`config.mk`:
```
export PLATFORM = sky130hd
export DESIGN_NAME = instr_issuer
export DESIGN_NICKNAME = d
export VERILOG_FILES = /design/src/rtl/instr_issuer.sv
export SDC_FILE = /design/constraint.sdc
export NUM_CORES = 1
export LEC_CHECK = 0
export ABC_AREA = 1
export BUFFER_PORTS_ARGS = -buffer_cell sky130_fd_sc_hd__buf_2
export CORE_ASPECT_RATIO = 1.5
export CORE_MARGIN = 3
export CORE_UTILIZATION = 45
export CTS_CLUSTER_SIZE = 20
export DETAILED_ROUTE_END_ITERATION = 10
export PLACE_DENSITY_LB_ADDON = 0.12
export SETUP_SLACK_MARGIN = 0.15
export SYNTH_ARGS = -nofsm -noshare
export SYNTH_HDL_FRONTEND = slang
export SYNTH_SLANG_ARGS = --single-unit
export TNS_END_PERCENT = 1
```
`constraint.sdc`:
```
create_clock -name clk -period 2 [get_ports clk]
set_input_delay 0.1 -clock clk [delete_from_list [all_inputs] [get_ports clk]]
set_output_delay 0.1 -clock clk [all_outputs]
set_load 0.02 [all_outputs]
```
`src/rtl/instr_issuer.sv`:
```
// instr_issuer: expands host commands into 64-bit systolic-array controller instruction words.
// Build macro INSTR_PARITY_EN: instruction[0] carries even parity over [63:1] of each issued word.
module instr_issuer #(
  parameter int COUNT_W = 8
) (
  input  logic               clk,
  input  logic               rst_n,
  input  logic               req_valid,
  output logic               req_ready,
  input  logic [4:0]         req_opcode,
  input  logic [13:0]        req_addr,
  input  logic [COUNT_W-1:0] req_count,
  input  logic               data_valid,
  output logic               data_ready,
  input  logic [31:0]        data_in,
  input  logic               instr_hold,
  output logic [63:0]        instruction,
  output logic               busy,
  output logic               err
);

  typedef enum logic [1:0] {IDLE, ISSUE, STREAM, OSTREAM} state_t;
  typedef enum logic [1:0] {CLS_SINGLE, CLS_DATA, CLS_OUTBUF, CLS_ILLEGAL} cls_t;

  state_t             state, state_nxt;
  logic [4:0]         op_q, op_nxt;
  logic [13:0]        addr_q, addr_nxt;
  logic [COUNT_W-1:0] rem_q, rem_nxt;
  logic               err_nxt;
  logic [63:0]        word_p0;
  logic               vld_p0;
  logic               accept;

  function automatic cls_t op_class(input logic [4:0] op);
    case (op)
      5'b00001, 5'b00010, 5'b00111, 5'b11111: return CLS_SINGLE;
      5'b00100, 5'b00101:                     return CLS_DATA;
      5'b00011, 5'b00110:                     return CLS_OUTBUF;
      default:                                return CLS_ILLEGAL;
    endcase
  endfunction

  function automatic logic [63:0] add_parity(input logic [63:0] w);
    logic [63:0] r;
    r = w;
`ifdef INSTR_PARITY_EN
    r[0] = ^w[63:1];
`endif
    return r;
  endfunction

  assign req_ready  = (state == IDLE);
  assign data_ready = (state == STREAM) && !instr_hold;
  assign busy       = (state != IDLE);
  assign accept     = req_valid && req_ready;

  // Stage p0: command decode, burst bookkeeping and word assembly
  always_comb begin
    state_nxt = state;
    op_nxt    = op_q;
    addr_nxt  = addr_q;
    rem_nxt   = rem_q;
    err_nxt   = 1'b0;
    word_p0   = 64'b0;
    vld_p0    = 1'b0;
    case (state)
      IDLE: begin
        if (accept) begin
          op_nxt = req_opcode;
          case (op_class(req_opcode))
            CLS_SINGLE: begin
              state_nxt = ISSUE;
              addr_nxt  = req_addr;
            end
            CLS_DATA: begin
              state_nxt = STREAM;
              addr_nxt  = req_addr;
              rem_nxt   = req_count;
            end
            CLS_OUTBUF: begin
              state_nxt = OSTREAM;
              addr_nxt  = {10'b0, req_addr[3:0]};
              rem_nxt   = req_count;
            end
            default: err_nxt = 1'b1;
          endcase
        end
      end
      ISSUE: begin
        if (!instr_hold) begin
          vld_p0    = 1'b1;
          word_p0   = {op_q, addr_q, 45'b0};
          state_nxt = IDLE;
        end
      end
      STREAM: begin
        if (data_valid && data_ready) begin
          vld_p0   = 1'b1;
          word_p0  = {op_q, addr_q, data_in, 13'b0};
          addr_nxt = addr_q + 14'd1;
          if (rem_q == '0) state_nxt = IDLE;
          else             rem_nxt   = rem_q - 1'b1;
        end
      end
      OSTREAM: begin
        if (!instr_hold) begin
          vld_p0   = 1'b1;
          word_p0  = {op_q, 10'b0, addr_q[3:0], 45'b0};
          addr_nxt = {10'b0, addr_q[3:0] + 4'd1};
          if (rem_q == '0) state_nxt = IDLE;
          else             rem_nxt   = rem_q - 1'b1;
        end
      end
      default: state_nxt = IDLE;
    endcase
  end

  always_ff @(posedge clk or negedge rst_n) begin
    if (!rst_n) begin
      state  <= IDLE;
      op_q   <= 5'b0;
      addr_q <= 14'b0;
      rem_q  <= '0;
      err    <= 1'b0;
    end else begin
      state  <= state_nxt;
      op_q   <= op_nxt;
      addr_q <= addr_nxt;
      rem_q  <= rem_nxt;
      err    <= err_nxt;
    end
  end

  // Stage p1: registered instruction word, zero whenever nothing issues
  always_ff @(posedge clk or negedge rst_n) begin
    if (!rst_n) instruction <= 64'b0;
    else        instruction <= vld_p0 ? add_parity(word_p0) : 64'b0;
  end

endmodule

```
==> results of run 1 <==
==> layer usage <==
metal,up-vias,track usage [%]
li1,1736,-
met1,1546,22.9
met2,105,36.3
met3,13,4.61
met4,0,8.88
met5,-,0
==> timing repair <==
item                                    4_1_cts  5_1_grt
cloned                                        0        0
endpoints found under the setup margin       14        4
endpoints found under the hold margin        70        0
hold buffers                                 33        0
gates resized for setup                       1        1
==> cell usage in the layout, fill, tap and decap left out, drive strengths merged <==
cell type,netlist,layout
clkinv,1,2
nor3,3,3
or2,1,1
clkinvlp,0,2
dfrtp,81,81
o211ai,1,1
clkbuf,4,11
nor4,1,1
xor2,1,1
nor2,82,82
buf,20,129
ha,9,9
a31oi,1,1
o21ai,39,39
inv,78,80
nand4,3,3
dlygate4sd3,0,33
nand2,125,125
a21oi,10,10
conb,1,13
nand3,15,15
==> layout make-up <==
cell class                 count  area share, %
clock buffer                  11           4.89
multi-input combinational    304           27.1
tap                          105           2.54
inverter                      79           5.74
sequential                    81           39.2
clock inverter                 5          0.727
timing repair buffer         162           19.7
==> final timing paths <==
path / from / to / slack (ps) / cells after the start
setup / recovery: state[0] / addr_q[8] / 300 / 6
hold / removal: req_count[6] / rem_q[6] / 8 / 3
setup reg to reg: state[0] / addr_q[8] / 300 / 6
hold reg to reg: rem_q[5] / rem_q[5] / 480 / 2
max in group asynchronous: rst_n / addr_q[6] / 1110 / 3
min in group asynchronous: rst_n / instruction[27] / 280 / 2
==> per-stage QoR <==
stage	total power (W)	hold slack (ps)	setup TNS (ps)
final	0.00595	8.17	0
after floorplan	0.00377	-196	0
after detailed placement	0.00436	103	-2350
after global placement	0.00432	107	-902
after CTS	0.00602	2.91	0
after global routing	0.00641	37.5	0
==> kinds of logic (layout without fill, tap and decap cells) <==
family                     after synthesis  count (layout)  share of synthesized area [%]
other                                    1              13                         0.0974
DFF                                     81              81                           52.7
adders and majority gates                9               9                           2.93
buffers and inverters                  103             257                           12.3
and+or+nand+nor                        230             230                           24.3
AOI/OAI and AO/OA                       51              51                           7.44
xor gates and xnor gates                 1               1                          0.228
==> critical path, cell delays in order (launching register included) <==
cell	delay [ps]
dfrtp_1	480
nor2_4	190
nand2_1	100
nand2_2	110
inv_1	70
a21oi_4	460
o21ai_0	150
==> state kept, by name (all words and copies together) (netlist names) <==
register,cells
err,1
rem_q,8
addr_q,14
op_q,5
state,2
instruction,51
==> power groups by stage <==
stage | Combinational [W] | Sequential [W] | Clock [W]
after floorplan | 0.00143 | 0.00234 | 0
after global placement | 0.00202 | 0.00230 | 0
after detailed placement | 0.00205 | 0.00231 | 0
after CTS | 0.00213 | 0.00228 | 0.00161
after global routing | 0.00241 | 0.00233 | 0.00167
final | 0.00210 | 0.00228 | 0.00156
==> qor.csv, run 1 <==
metric;value;unit
core_area;8160;um^2
yosys.area.top_type;dfrtp_1;
drt_iter0_drc;135;
cts_root_buf;clkbuf_16;
antenna_found_initial;0;
nFillCells;717;
stdcell_count;747;
cts_tree;yes;
synth_cell_type_count;30;
cts_buffer_depth;2;
grt_pass1_vias;3341;
fmax;589;MHz
area_growth;34.2;%
p_int;0.00365;W
fin_util;63.3;%
hpwl;6690;um
drive_above_1_share;25.7;%
synth_seq_cells;81;
grt_usage;20.6;%
setup_viol_count_final;0;
final_hold_viol_count;0;
stdcell_area;5170;um^2
grt_start_max_net_pins;41;
floorplan.initialDensity;47.2;%
crit_path_end_kind;register;
peakVddDrop;901;uV
power_frac_seq;38.4;%
port_buffers;118;
status;finished, final reports clean;
place_ws;-208;ps
viasPerCell;4.55;
required;2190;ps
grt_pass1_wl;15200;um
min_period;1700;ps
synth_seq_area_share;52.7;%
fin_nets;710;
netSwitchingPower;0.00229;W
worstPathArrival;1890;ps
ff_latch_area;2030;um^2
clkLatencyLatePin;340;ps
diodes;0;
drv_slew;0;
drt-pass1-iter-count;4;
rsz0062_at_grt;true;
drc_errors;0;
yosys_warnings;0;
place_congestion;0.871;
vias;3400;
clock_power_share;26.3;%
route.met3.wl;587;um
dp.cells;698;
synthesis.area;3850;um^2
netSwitchingFraction;38.6;%
ios;132;
synth_enable_flop_cells;0;
wl_met1;3700;um
die_area;9720;um^2
comb_power_share;35.4;%
die_x;81.5;um
syn_inst;476;
powerDensity;1150;nW/um^2
hp-class;input pin to register;
worstSetupPathType;register to register;
p_leak;3.01;nW
async_flop_share;100;%
synthTopCellsByArea;dfrtp_1, nand2_1, nor2_1;
ys.flop_type;dfrtp_1;
maxCapViolations;0;
std_cell_rows;40;
cp-start-kind;register;
cts_sinks;81;
drt.antenna.violating_nets;0;
setup_slack;303;ps
top_layer_used;met4;
wl_met2;4890;um
max_slew.worst_pin.slew;586;ps
multi_input_area;1400;um^2
clock_skew;6.42;ps
clk_pin_slew_worst_paths;60;ps
synth_top_area_share;52.7;%
wirelength;9350;um
dieHeight;119;um
wl_per_cell;12.5;um
critPathMaxFanout;21;
fin_crit_sh;84.9;%
grt-ovfl-total;0;
max_slew_margin;60.8;%
cts_buffers;9;
placed_area;4540;um^2
yosys-top-cells-count;nand2_1, dfrtp_1, nor2_1;
synth.most_common_cell;nand2_1;
cts_setup_buffers;0;
htree_levels;3;
syn_avg_cell_area;8.09;um^2
No activity file was read; power rests on OpenSTA's default activity.
==> run 2: changes to the inputs <==
Clock period 2 ns to 1.45 ns, I/O delays scaled along.
==> run 2 against run 1 <==
  * Hold slack gained 25 ps
  * Total power grew 51%
  * Via count grew 4.1%
  * Fmax grew 21%
  * Sequential share of layout area shrank 3.7 points
  * Sequential power grew 38%
  * Die area is the same
  * Flip-flop and latch count is the same
  * Wire length grew 1.8%
  * Largest cell class unchanged
==> qor.csv, run 2 (synthesis results as in run 1) <==
metric;value;unit;change
status;finished, final reports clean;;unchanged
drt_iter0_drc;209;;was 135
finalSetupTns;0;ps;unchanged
worstPathArrival;1630;ps;was 1890 ps
htree_levels;3;;unchanged
clk_pin_slew_worst_paths;60;ps;about the same
final_cell_mix;buf_2, nand2_1, dfrtp_1;;was nand2_1, buf_2, dfrtp_1
r2r_start;state[0];;unchanged
crit_path_end_kind;register;;unchanged
min_period;1410;ps;was 1700 ps
area_growth;48.3;%;was 34.2%
core_area;8160;um^2;unchanged
min_path_cells;5;;was 3
powerDensity;1580;nW/um^2;was 1150 nW/um^2
peakVddDrop;1330;uV;was 901 uV
r2r_end;rem_q[7];;was addr_q[8]
wirelength;9520;um;was 9350 um
reg.largest.list;instruction x51, addr_q x14, rem_q x8;;unchanged
cts_sinks;81;;unchanged
reg2reg_slack;40;ps;was 300 ps
cts_tree;yes;;unchanged
antenna_found_initial;0;;unchanged
grt_pass1_wl;15300;um;was 15200 um
drc_errors;0;;unchanged
fin_nets;736;;was 710
worstHoldStart;req_addr[9];;was req_count[6]
std_cell_rows;40;;unchanged
cp_num_buf_inv;2;;was 1
clkLatencyLatePin;330;ps;was 340 ps
p_int;0.00553;W;was 0.00365 W
required;1670;ps;was 2190 ps
p_leak;3.17;nW;was 3.01 nW
netSwitchingFraction;38.5;%;was 38.6%
final_hold_viol_count;0;;unchanged
hp-class;input pin to register;;unchanged
drive_above_1_share;37.0;%;was 25.7%
die_x;81.5;um;unchanged
dieHeight;119;um;unchanged
worstSetupPathType;register to register;;unchanged
stdcell_count;773;;was 747
total_power;0.00900;W;was 0.00595 W
grt_start_max_net_pins;35;;was 41
clock_power_share;22.8;%;was 26.3%
drt-pass1-iter-count;4;;unchanged
fmax;711;MHz;was 589 MHz
place_congestion;0.799;;was 0.871
floorplan.initialDensity;47.2;%;unchanged
dp.cells;717;;was 698
grt_pass1_vias;3395;;was 3341
drv_slew;0;;unchanged
rsz0062_at_grt;true;;unchanged
hold_end;addr_q[9];;was rem_q[6]
fin_crit_sh;97.0;%;was 84.9%
vias;3540;;was 3400
whs;33.6;ps;was 8.17 ps
setup_viol_count_final;0;;unchanged
ff2ff_path_depth;8;;was 6
crit_path_max_incr_delay;440;ps;was 480 ps
grt_usage;20.2;%;was 20.6%
wl_per_cell;12.3;um;was 12.5 um
cts_root_buf;clkbuf_16;;unchanged
clock_skew;6.09;ps;was 6.42 ps
maxCapViolations;0;;unchanged
cp_slowest_cell;dfrtp_2;;was dfrtp_1
worstPathCellList;nor2_4 > inv_2 > or2_4 > nand3_4 > buf_6 > nor2_1 > nand2_1 > nand2_1;;was nor2_4 > nand2_1 > nand2_2 > inv_1 > a21oi_4 > o21ai_0
port_buffers;118;;unchanged
critPathMaxFanout;5;;was 21
cts_buffers;9;;unchanged
largest_register_ffs;51;;unchanged
cp_common_cell;nand2_1;;
grt-ovfl-total;0;;unchanged
netSwitchingPower;0.00347;W;was 0.00229 W
power_frac_seq;35.0;%;was 38.4%
cp-start-kind;register;;unchanged
cts_buffer_depth;2;;unchanged
die_area;9720;um^2;unchanged
comb_power_share;42.2;%;was 35.4%
viasPerCell;4.58;;was 4.55
hpwl;6700;um;was 6690 um
diodes;0;;unchanged
ios;132;;unchanged
critPathTopFamily;simple AND/OR/NAND/NOR gates;;was compound AO/OA/AOI/OAI gates
regMostFlops;instruction;;unchanged
layout_commonest_cell;buf_2;;was nand2_1
drt.antenna.violating_nets;0;;unchanged
==> run 2: cell count changes in the layout (fill, tap and decap cells not counted), moves of 5 or more <==
cell,delta
nor2_1,-18
buf_4,+17
nor2_4,+15
nand2_1,-11
inv_1,-9
nand2_2,+9
buf_6,+7
inv_2,+7
o21ai_0,-7
ha_1,-6
o21ai_1,+5
==> run 2: power by group through the flow <==
stage / Sequential [W] / Clock (W) / Combinational (W)
6_report: 0.00315 / 0.00205 / 0.00380
3_3_place_gp: 0.00315 / 0 / 0.00318
2_1_floorplan: 0.00323 / 0 / 0.00199
4_1_cts: 0.00313 / 0.00212 / 0.00356
5_1_grt: 0.00322 / 0.00222 / 0.00423
3_5_place_dp: 0.00316 / 0 / 0.00323
==> run 2: worst max path at each step <==
stage,start,endpoint,slack [ps],depth (start not counted)
global placement,req_opcode[0],rem_q[5],-420,15
floorplan,req_opcode[0],rem_q[6],-180,14
global route,addr_q[0],addr_q[10],-70,11
finish,state[0],rem_q[7],40,8
detailed placement,req_opcode[0],rem_q[5],-470,15
CTS,state[0],rem_q[7],40,8
==> run 2: final cells by class <==
cell class / count / area [um^2]
timing repair buffer: 187 / 1290
multi-input combinational: 304 / 1650
fill: 641 / 2450
inverter: 79 / 320
tap: 105 / 131
clock buffer: 11 / 243
sequential: 81 / 2030
clock inverter: 5 / 31.3
timing repair inverter: 1 / 3.75
==> run 2: per-stage QoR <==
stage               util [%]  worst slack, ps  instance area [um^2]
global route            70.0            -71.3                  5710
finish                  70.0             43.3                  5710
global placement        58.5             -419                  4770
floorplan                  -             -178                  3930
CTS                     67.5             42.9                  5500
detailed placement      58.5             -471                  4770
==> run 2: repair_timing <==
action | CTS | global route
gates resized for setup | 27 | 66
setup endpoints to repair | 48 | 75
hold buffers | 34 | 0
hold endpoints to repair | 65 | 0
pin swaps | 6 | 31
gates cloned | 2 | 0
buffers inserted | 3 | 1
==> run 2: layer usage <==
metal  global-route usage (%)  wire length, um
met1                     22.0             3620
met4                     8.88              177
met2                     36.1             5100
met3                     4.77              619
met5                        0                0
==> run 2: tightest hold or removal path, delay by kind of cell <==
| family | cells | cell delay [ps] |
|---|---|---|
| buf+inv | 1 | 70 |
| simple gates | 4 | 170 |
